`src/rtl/aes_pkg.sv`:
```
// Shared AES types, GF(2^8) helpers and the InvMixColumns FSM encoding.
package aes_pkg;

    typedef logic [127:0] aes_state_t;
    typedef logic [31:0]  aes_col_t;

    // Low byte of the AES field polynomial x^8 + x^4 + x^3 + x + 1
    localparam logic [7:0] AES_POLY = 8'h1B;

    typedef enum logic [1:0] {
        IDLE = 2'd0,
        BUSY = 2'd1,
        DONE = 2'd2
    } invmix_state_e;

    // Multiply by x (i.e. by 02) with reduction
    function automatic logic [7:0] xtime(input logic [7:0] b);
        return {b[6:0], 1'b0} ^ (b[7] ? AES_POLY : 8'h00);
    endfunction

    // 09 = 08 ^ 01
    function automatic logic [7:0] gmul09(input logic [7:0] b);
        logic [7:0] x2, x4, x8;
        x2 = xtime(b);
        x4 = xtime(x2);
        x8 = xtime(x4);
        return x8 ^ b;
    endfunction

    // 0B = 08 ^ 02 ^ 01
    function automatic logic [7:0] gmul0b(input logic [7:0] b);
        logic [7:0] x2, x4, x8;
        x2 = xtime(b);
        x4 = xtime(x2);
        x8 = xtime(x4);
        return x8 ^ x2 ^ b;
    endfunction

    // 0D = 08 ^ 04 ^ 01
    function automatic logic [7:0] gmul0d(input logic [7:0] b);
        logic [7:0] x2, x4, x8;
        x2 = xtime(b);
        x4 = xtime(x2);
        x8 = xtime(x4);
        return x8 ^ x4 ^ b;
    endfunction

    // 0E = 08 ^ 04 ^ 02
    function automatic logic [7:0] gmul0e(input logic [7:0] b);
        logic [7:0] x2, x4, x8;
        x2 = xtime(b);
        x4 = xtime(x2);
        x8 = xtime(x4);
        return x8 ^ x4 ^ x2;
    endfunction

endpackage

```
`src/rtl/inv_mix_single_column.sv`:
```
// Combinational InvMixColumns of one 32-bit column; a0 is the top byte.
module inv_mix_single_column
    import aes_pkg::*;
(
    input  aes_col_t col,
    output aes_col_t mixed
);

    logic [7:0] a0, a1, a2, a3;

    assign a0 = col[31:24];
    assign a1 = col[23:16];
    assign a2 = col[15:8];
    assign a3 = col[7:0];

    // Circulant matrix rows {0E 0B 0D 09} rotated right by one per row
    assign mixed[31:24] = gmul0e(a0) ^ gmul0b(a1) ^ gmul0d(a2) ^ gmul09(a3);
    assign mixed[23:16] = gmul09(a0) ^ gmul0e(a1) ^ gmul0b(a2) ^ gmul0d(a3);
    assign mixed[15:8]  = gmul0d(a0) ^ gmul09(a1) ^ gmul0e(a2) ^ gmul0b(a3);
    assign mixed[7:0]   = gmul0b(a0) ^ gmul0d(a1) ^ gmul09(a2) ^ gmul0e(a3);

endmodule

```
`src/rtl/inv_mixcolumn_seq.sv`:
```
// Handshaked InvMixColumns: latches one state, processes COLS_PER_CYCLE
// columns per clock through shared column units, then holds the result
// until the downstream stage accepts it.
module inv_mixcolumn_seq
    import aes_pkg::*;
#(
    parameter int COLS_PER_CYCLE = 1
) (
    input  logic         clk_i,
    input  logic         rst_i,
    input  logic         invmix_valid_i,
    output logic         invmix_ready_o,
    input  logic [127:0] invmix_i,
    output logic         invmix_valid_o,
    input  logic         invmix_ready_i,
    output logic [127:0] invmix_o
);

    localparam int         GROUPS   = 4 / COLS_PER_CYCLE;
    localparam logic [1:0] LAST_GRP = 2'(GROUPS - 1);

    invmix_state_e state_reg;
    logic [1:0]    cnt_reg;
    logic          valid_reg;
    logic          ready_reg;
    aes_col_t      in_cols_reg  [4];
    aes_col_t      res_cols_reg [4];

    logic [1:0]    col_idx [COLS_PER_CYCLE];
    aes_col_t      col_in  [COLS_PER_CYCLE];
    aes_col_t      col_out [COLS_PER_CYCLE];

    // Lane gi works on column cnt*COLS_PER_CYCLE + gi of the latched state
    generate
        for (genvar gi = 0; gi < COLS_PER_CYCLE; gi++) begin : g_lane
            assign col_idx[gi] = 2'(int'(cnt_reg) * COLS_PER_CYCLE + gi);
            assign col_in[gi]  = in_cols_reg[col_idx[gi]];

            inv_mix_single_column u_col (
                .col   (col_in[gi]),
                .mixed (col_out[gi])
            );
        end
    endgenerate

    assign invmix_o       = {res_cols_reg[0], res_cols_reg[1], res_cols_reg[2], res_cols_reg[3]};
    assign invmix_valid_o = valid_reg;
    assign invmix_ready_o = ready_reg;

    // Control FSM with registered handshake outputs and the column datapath registers
    always_ff @(posedge clk_i or posedge rst_i) begin
        if (rst_i) begin
            state_reg <= IDLE;
            cnt_reg   <= 2'd0;
            valid_reg <= 1'b0;
            ready_reg <= 1'b1;
            for (int c = 0; c < 4; c++) begin
                in_cols_reg[c]  <= '0;
                res_cols_reg[c] <= '0;
            end
        end else begin
            case (state_reg)
                IDLE: begin
                    if (invmix_valid_i) begin
                        for (int c = 0; c < 4; c++) begin
                            in_cols_reg[c] <= invmix_i[127 - 32*c -: 32];
                        end
                        cnt_reg   <= 2'd0;
                        ready_reg <= 1'b0;
                        state_reg <= BUSY;
                    end
                end
                BUSY: begin
                    for (int g = 0; g < COLS_PER_CYCLE; g++) begin
                        res_cols_reg[col_idx[g]] <= col_out[g];
                    end
                    if (cnt_reg == LAST_GRP) begin
                        cnt_reg   <= 2'd0;
                        valid_reg <= 1'b1;
                        state_reg <= DONE;
                    end else begin
                        cnt_reg <= cnt_reg + 2'd1;
                    end
                end
                DONE: begin
                    // Result stays frozen until the downstream handshake
                    if (invmix_ready_i) begin
                        valid_reg <= 1'b0;
                        ready_reg <= 1'b1;
                        state_reg <= IDLE;
                    end
                end
                default: begin
                    valid_reg <= 1'b0;
                    ready_reg <= 1'b1;
                    state_reg <= IDLE;
                end
            endcase
        end
    end

endmodule

```
`config.mk`:
```
export PLATFORM = sky130hd
export DESIGN_NAME = inv_mixcolumn_seq
export DESIGN_NICKNAME = d
export VERILOG_FILES = /design/src/rtl/aes_pkg.sv /design/src/rtl/inv_mix_single_column.sv /design/src/rtl/inv_mixcolumn_seq.sv
export SDC_FILE = /design/constraint.sdc
export NUM_CORES = 1
export LEC_CHECK = 0
export CAP_MARGIN = 20
export CORE_ASPECT_RATIO = 1.5
export CORE_MARGIN = 3
export CORE_UTILIZATION = 48
export DETAILED_ROUTE_END_ITERATION = 8
export GPL_ROUTABILITY_DRIVEN = 0
export PLACE_DENSITY = 0.79
export SYNTH_ARGS = -nofsm -noshare
export SYNTH_HDL_FRONTEND = slang
export SYNTH_HIERARCHICAL = 1
export SYNTH_SLANG_ARGS = --single-unit
```
`constraint.sdc`:
```
create_clock -name clk_i -period 10.5 [get_ports clk_i]
set_input_delay 2.625 -clock clk_i [delete_from_list [all_inputs] [get_ports clk_i]]
set_output_delay 2.625 -clock clk_i [all_outputs]
set_load 0.01 [all_outputs]
```
Word level (Yosys, flattened, before mapping). Index checks and enable logic that the tools add are counted.

Bits in registers: 262. Input bits: 132. Logic and storage cells: 111.

Add/subtract/negate cells: 1. $lt $le $gt $ge: 2. Eq/ne operators: 6. Mux-type cells: 31. Bitwise operators: 51. Reductions and logical operators: 8.

Operators with widths (number): 8-bit XOR (48); 128-bit bitwise mux (1); 32-bit two-way mux (3); 32-bit binary-select mux with 2-bit select (1); 32-bit demux with 2-bit select (1); 5-bit two-way mux (12); 2-bit two-way mux (5); 3-bit AND reduction (3); 2-bit inequality test (second input constant) (3); 1-bit case mux with 3 select lines (2); 2-bit case mux with 3 select lines (1); 2-bit equality test (second input constant) (2); 1-bit two-way mux (4); 2-bit case mux with 2 select lines (1); 2-bit AND reduction (2); 3-bit >= comparator (second input constant) (1); 3-bit by 1-bit < comparator with 1-bit output (second input constant) (1); 2-bit NOT with 3-bit output (1); 2-bit by 1-bit adder with 2-bit output (second input constant) (1); 2-bit by 1-bit equality test with 1-bit output (second input constant) (1); 2-bit zero test (1); 1-bit NOT (2); 2-bit nonzero test (1); 1-bit logical AND (1).

Logic depth before layout (Yosys ltp).
Depth after elaboration: 16. Mapped depth: 9. Depth with buffers taken out: 6.

By module. Netlist, hierarchy kept.

Modules (own cells, without submodules): inv_mixcolumn_seq (instances 1, cells an instance 614, area each 10655.2 sq um, sequential area each 6557.5 sq um); inv_mix_single_column (instances 1, cells an instance 213, area each 2249.7 sq um, sequential area each 0.0 sq um).

Least setup slack after synthesis. No wires, ideal clock.

Kind: input port to flip-flop. Start point: in invmix_valid_i. End point: reg in_cols_reg[100] (netlist bit). Arrival time: 3471 ps. Required time: 10375 ps. Path slack: 6904 ps. Stages: 4. Path buffers: 2. Path through: nor3b_2 -> buf_4 -> buf_6 -> mux2_2.

Word-level cells in the longest chain between the ends: 1.

Ends and longest elaborated chain: start: declaration (line inv_mixcolumn_seq.sv:11) `input logic invmix_valid_i,`; 2-bit AND reduction (no source line); end signal: indexed assignment (line inv_mixcolumn_seq.sv:66) `in_cols_reg[c] <= invmix_i[127 - 32*c -: 32];`; end: declaration (line inv_mixcolumn_seq.sv:26) `aes_col_t in_cols_reg [4];`.

Every way passes these cells. A chain may end at the register's enable or synchronous reset.

Worst setup path in the final report.
Start point: in invmix_valid_i. End point: reg in_cols_reg[15] (netlist bit).

The elaborated chain is that of the path after synthesis.

==> metrics.md <==
| Metric | Value |
|---|---|
| Run status | complete, no violations |
| Detail Route Antenna Nets | 0 |
| Tcrit/Tclk final | 0.461 |
| Hold Startpoint | in_cols_reg[53] |
| Cts repair resizes | 0 |
| Setup CP Type | primary input to flop |
| Sequential share of the synthesized area | 0.508 |
| Initial antenna violation count | 0 |
| Drt drc | 0 |
| Post-DP HPWL | roughly 23000 um |
| Setup TNS | 0 ns |
| Worst Hold Endpoint | in_cols_reg[53] |
| Global Route Usage Sum | 0.210 |
| Post-synth top area cell | dfrtp_1 |
| Most common library cells after synthesis | dfrtp_1, mux2_2, xnor2_1 |
| Netlist cell types | 28 |
| # port buffers | about 260 |
| YS warnings | 6 |
| CP endpoint kind | flop |
| Most common cell in the netlist | dfrtp_1 |
| Synth Area in Compound Gates | 0.00417 |
| Overflow left after global routing | 0 |
| Cells on Worst Hold Path | 1 |
| CTS Buffer Depth | 3 |
| First-pass GRT wire length | approximately 47000 um |
| Number of global-route vias before repair | ~8200 |
| Reg clk slew, reported paths | roughly 0.06 ns |
| Mux contribution to synthesized area | 0.280 |
| Die Width | around 140 um |
| Post-synth ARST share | 1.00 |
| RR Endpoint | invmix_o[4] |
| Worst rel slew slack | 0.254 |
| Initial Util | 0.494 |
| Reg2reg path depth | 7 |
| Post-Route WL | 30700 um |
| # hold bufs at CTS | 0 |
| Clock latency at the later pin of the worst-skew pair | between 0.5 and 0.6 ns |
| Clk sinks | around 260 |
| Setup crit start kind | primary input |
| Worst Skew | 0.00774 ns |
| Reg2Reg Launch Point | cnt_reg[0] |
| Worst-margin pin slew | 1.12 ns |
| Routed wire per std cell | approximately 22 um |
| Total CTS buffers | 25 |
| Post-CTS Setup Bufs | 0 |
| Maxcap violations | 0 |
| Final setup viols | 0 |
| Largest family of logic cells by synthesized area | multiplexers |
| Ant diodes | 0 |
| Synthesized area | 12900 um2 |
| Simple-gate portion of the synthesized area | 0.00456 |
| Top_reg_cell synth | dfrtp_1 |
| Worst Path Max Fanout | slightly below 90 |
| Dominant cells by area after synthesis | dfrtp_1, mux2_2, xnor2_1 |
| Core Footprint | about 26000 um2 |
| Mean Syn Cell Area | about 16 um2 |
| Largest net degree at the start of global routing | roughly 160 |
| Rows | slightly above 70 |
| WP data arrival | 5.23 ns |
| H-tree levels | 1 |
| Synth Area in Adders | 0.00388 |
| R2R Setup Slk | ~6.6 ns |
| CTS tree | built |
| Max-slew violations | 0 |
| Nets | between 1000 and 1500 |
| Synth Register Bits | 262 |
| Fin. Hold Viols | 0 |
| Cell count after synthesis | approximately 830 |
| Ports | about 260 |
| HP Class | flop to flop |
| Area Growth Syn to Fin | 27.2% |
| Synth Area in XOR/XNOR | 0.167 |
| RSZ-0062 raised after global routing | false |
| Via-per-instance ratio | around 5.3 |
| Worst EP required | around 11 ns |
| Fmax achieved | between 0.2 and 0.25 GHz |
| CTS root buffer | clkbuf_16 |
| Share of cells above drive strength 1 | 0.315 |
| DR iter-0 viols | ~330 |
| Die height | roughly 210 um |
| Syn_nets | just under 1000 |
| Router iterations before antenna repair | 4 |
| Post-route minimum period | approximately 4.8 ns |
| Die area | 28900 um2 |
| Number of enable flip-flop cells after synthesis | 0 |
| Number of vias in the routed layout | ~7400 |
| Area share of the largest cell type after synthesis | 0.506 |
## logic make-up after synthesis
| logic type | after synthesis |
|---|---|
| multiplexers | 289 |
| adder cells (fa/ha/maj) | 4 |
| AO/OA/AOI/OAI | 8 |
| flip-flops | 262 |
| AND/OR/NAND/NOR | 11 |
| buffers and inverters | 59 |
| XOR/XNOR | 194 |
## area by class of cell
type / instances / area, um2
fillers: 1986 / 9710
flip-flops and latches: 262 / 6560
multi-input cells: 506 / 5940
repair buffers: 269 / 2690
clock buffers: 37 / 741
well taps: 333 / 417
clock inverters: 4 / 48.8
inverters: 5 / 26.3
## layer usage
metal  share of wire  track usage  up-vias
li1                -            -     3352
met1            0.37        0.238     3829
met2            0.56        0.409      202
met3           0.043       0.0307       59
met4           0.026       0.0606        0
met5               0            0        -
## critical path: stages
cell,delay (ns)
clkdlybuf4s50_1,0.52
nor3b_4,0.19
buf_4,0.46
buf_4,0.89
mux2_2,0.42
## cell usage in the layout, fill, tap and decap left out, types with 5 or more instances in the layout
| master | count |
|---|---|
| mux4_2 | 32 |
| mux2_2 | 256 |
| xnor3_1 | 27 |
| xnor2_1 | 125 |
| clkbuf_8 | 7 |
| clkdlybuf4s50_1 | 261 |
| xor2_1 | 35 |
| buf_4 | 7 |
| clkbuf_16 | 25 |
| dfrtp_1 | 260 |
| clkbuf_1 | 5 |
## through the flow
step | hold WS, ns | instances | worst slack, ns | util | instance area [um2]
after floorplan | 0.475 | 827 | 0.665 | - | 12900
after global placement | 0.484 | 1375 | 5.19 | 0.598 | 15600
after detailed placement | 0.491 | 1375 | 5.18 | 0.598 | 15600
after CTS | 0.506 | 1416 | 5.72 | 0.628 | 16400
after global routing | 0.517 | 1416 | 5.56 | 0.628 | 16400
final | 0.503 | 1416 | 5.66 | 0.628 | 16400
## worst max-delay path by stage
stage,start,to,slack [ns],cells after the start
5_1_grt,invmix_valid_i,in_cols_reg[108],5.56,5
6_report,invmix_valid_i,in_cols_reg[15],5.66,5
4_1_cts,invmix_valid_i,in_cols_reg[39],5.72,5
2_1_floorplan,rst_i,cnt_reg[0],0.66,1
3_5_place_dp,invmix_valid_i,in_cols_reg[39],5.18,5
3_3_place_gp,invmix_valid_i,in_cols_reg[97],5.19,5
Power is left out: the tool's default activity adds up to more than one toggle a clock period on the data nets, which glitch-free logic cannot reach.
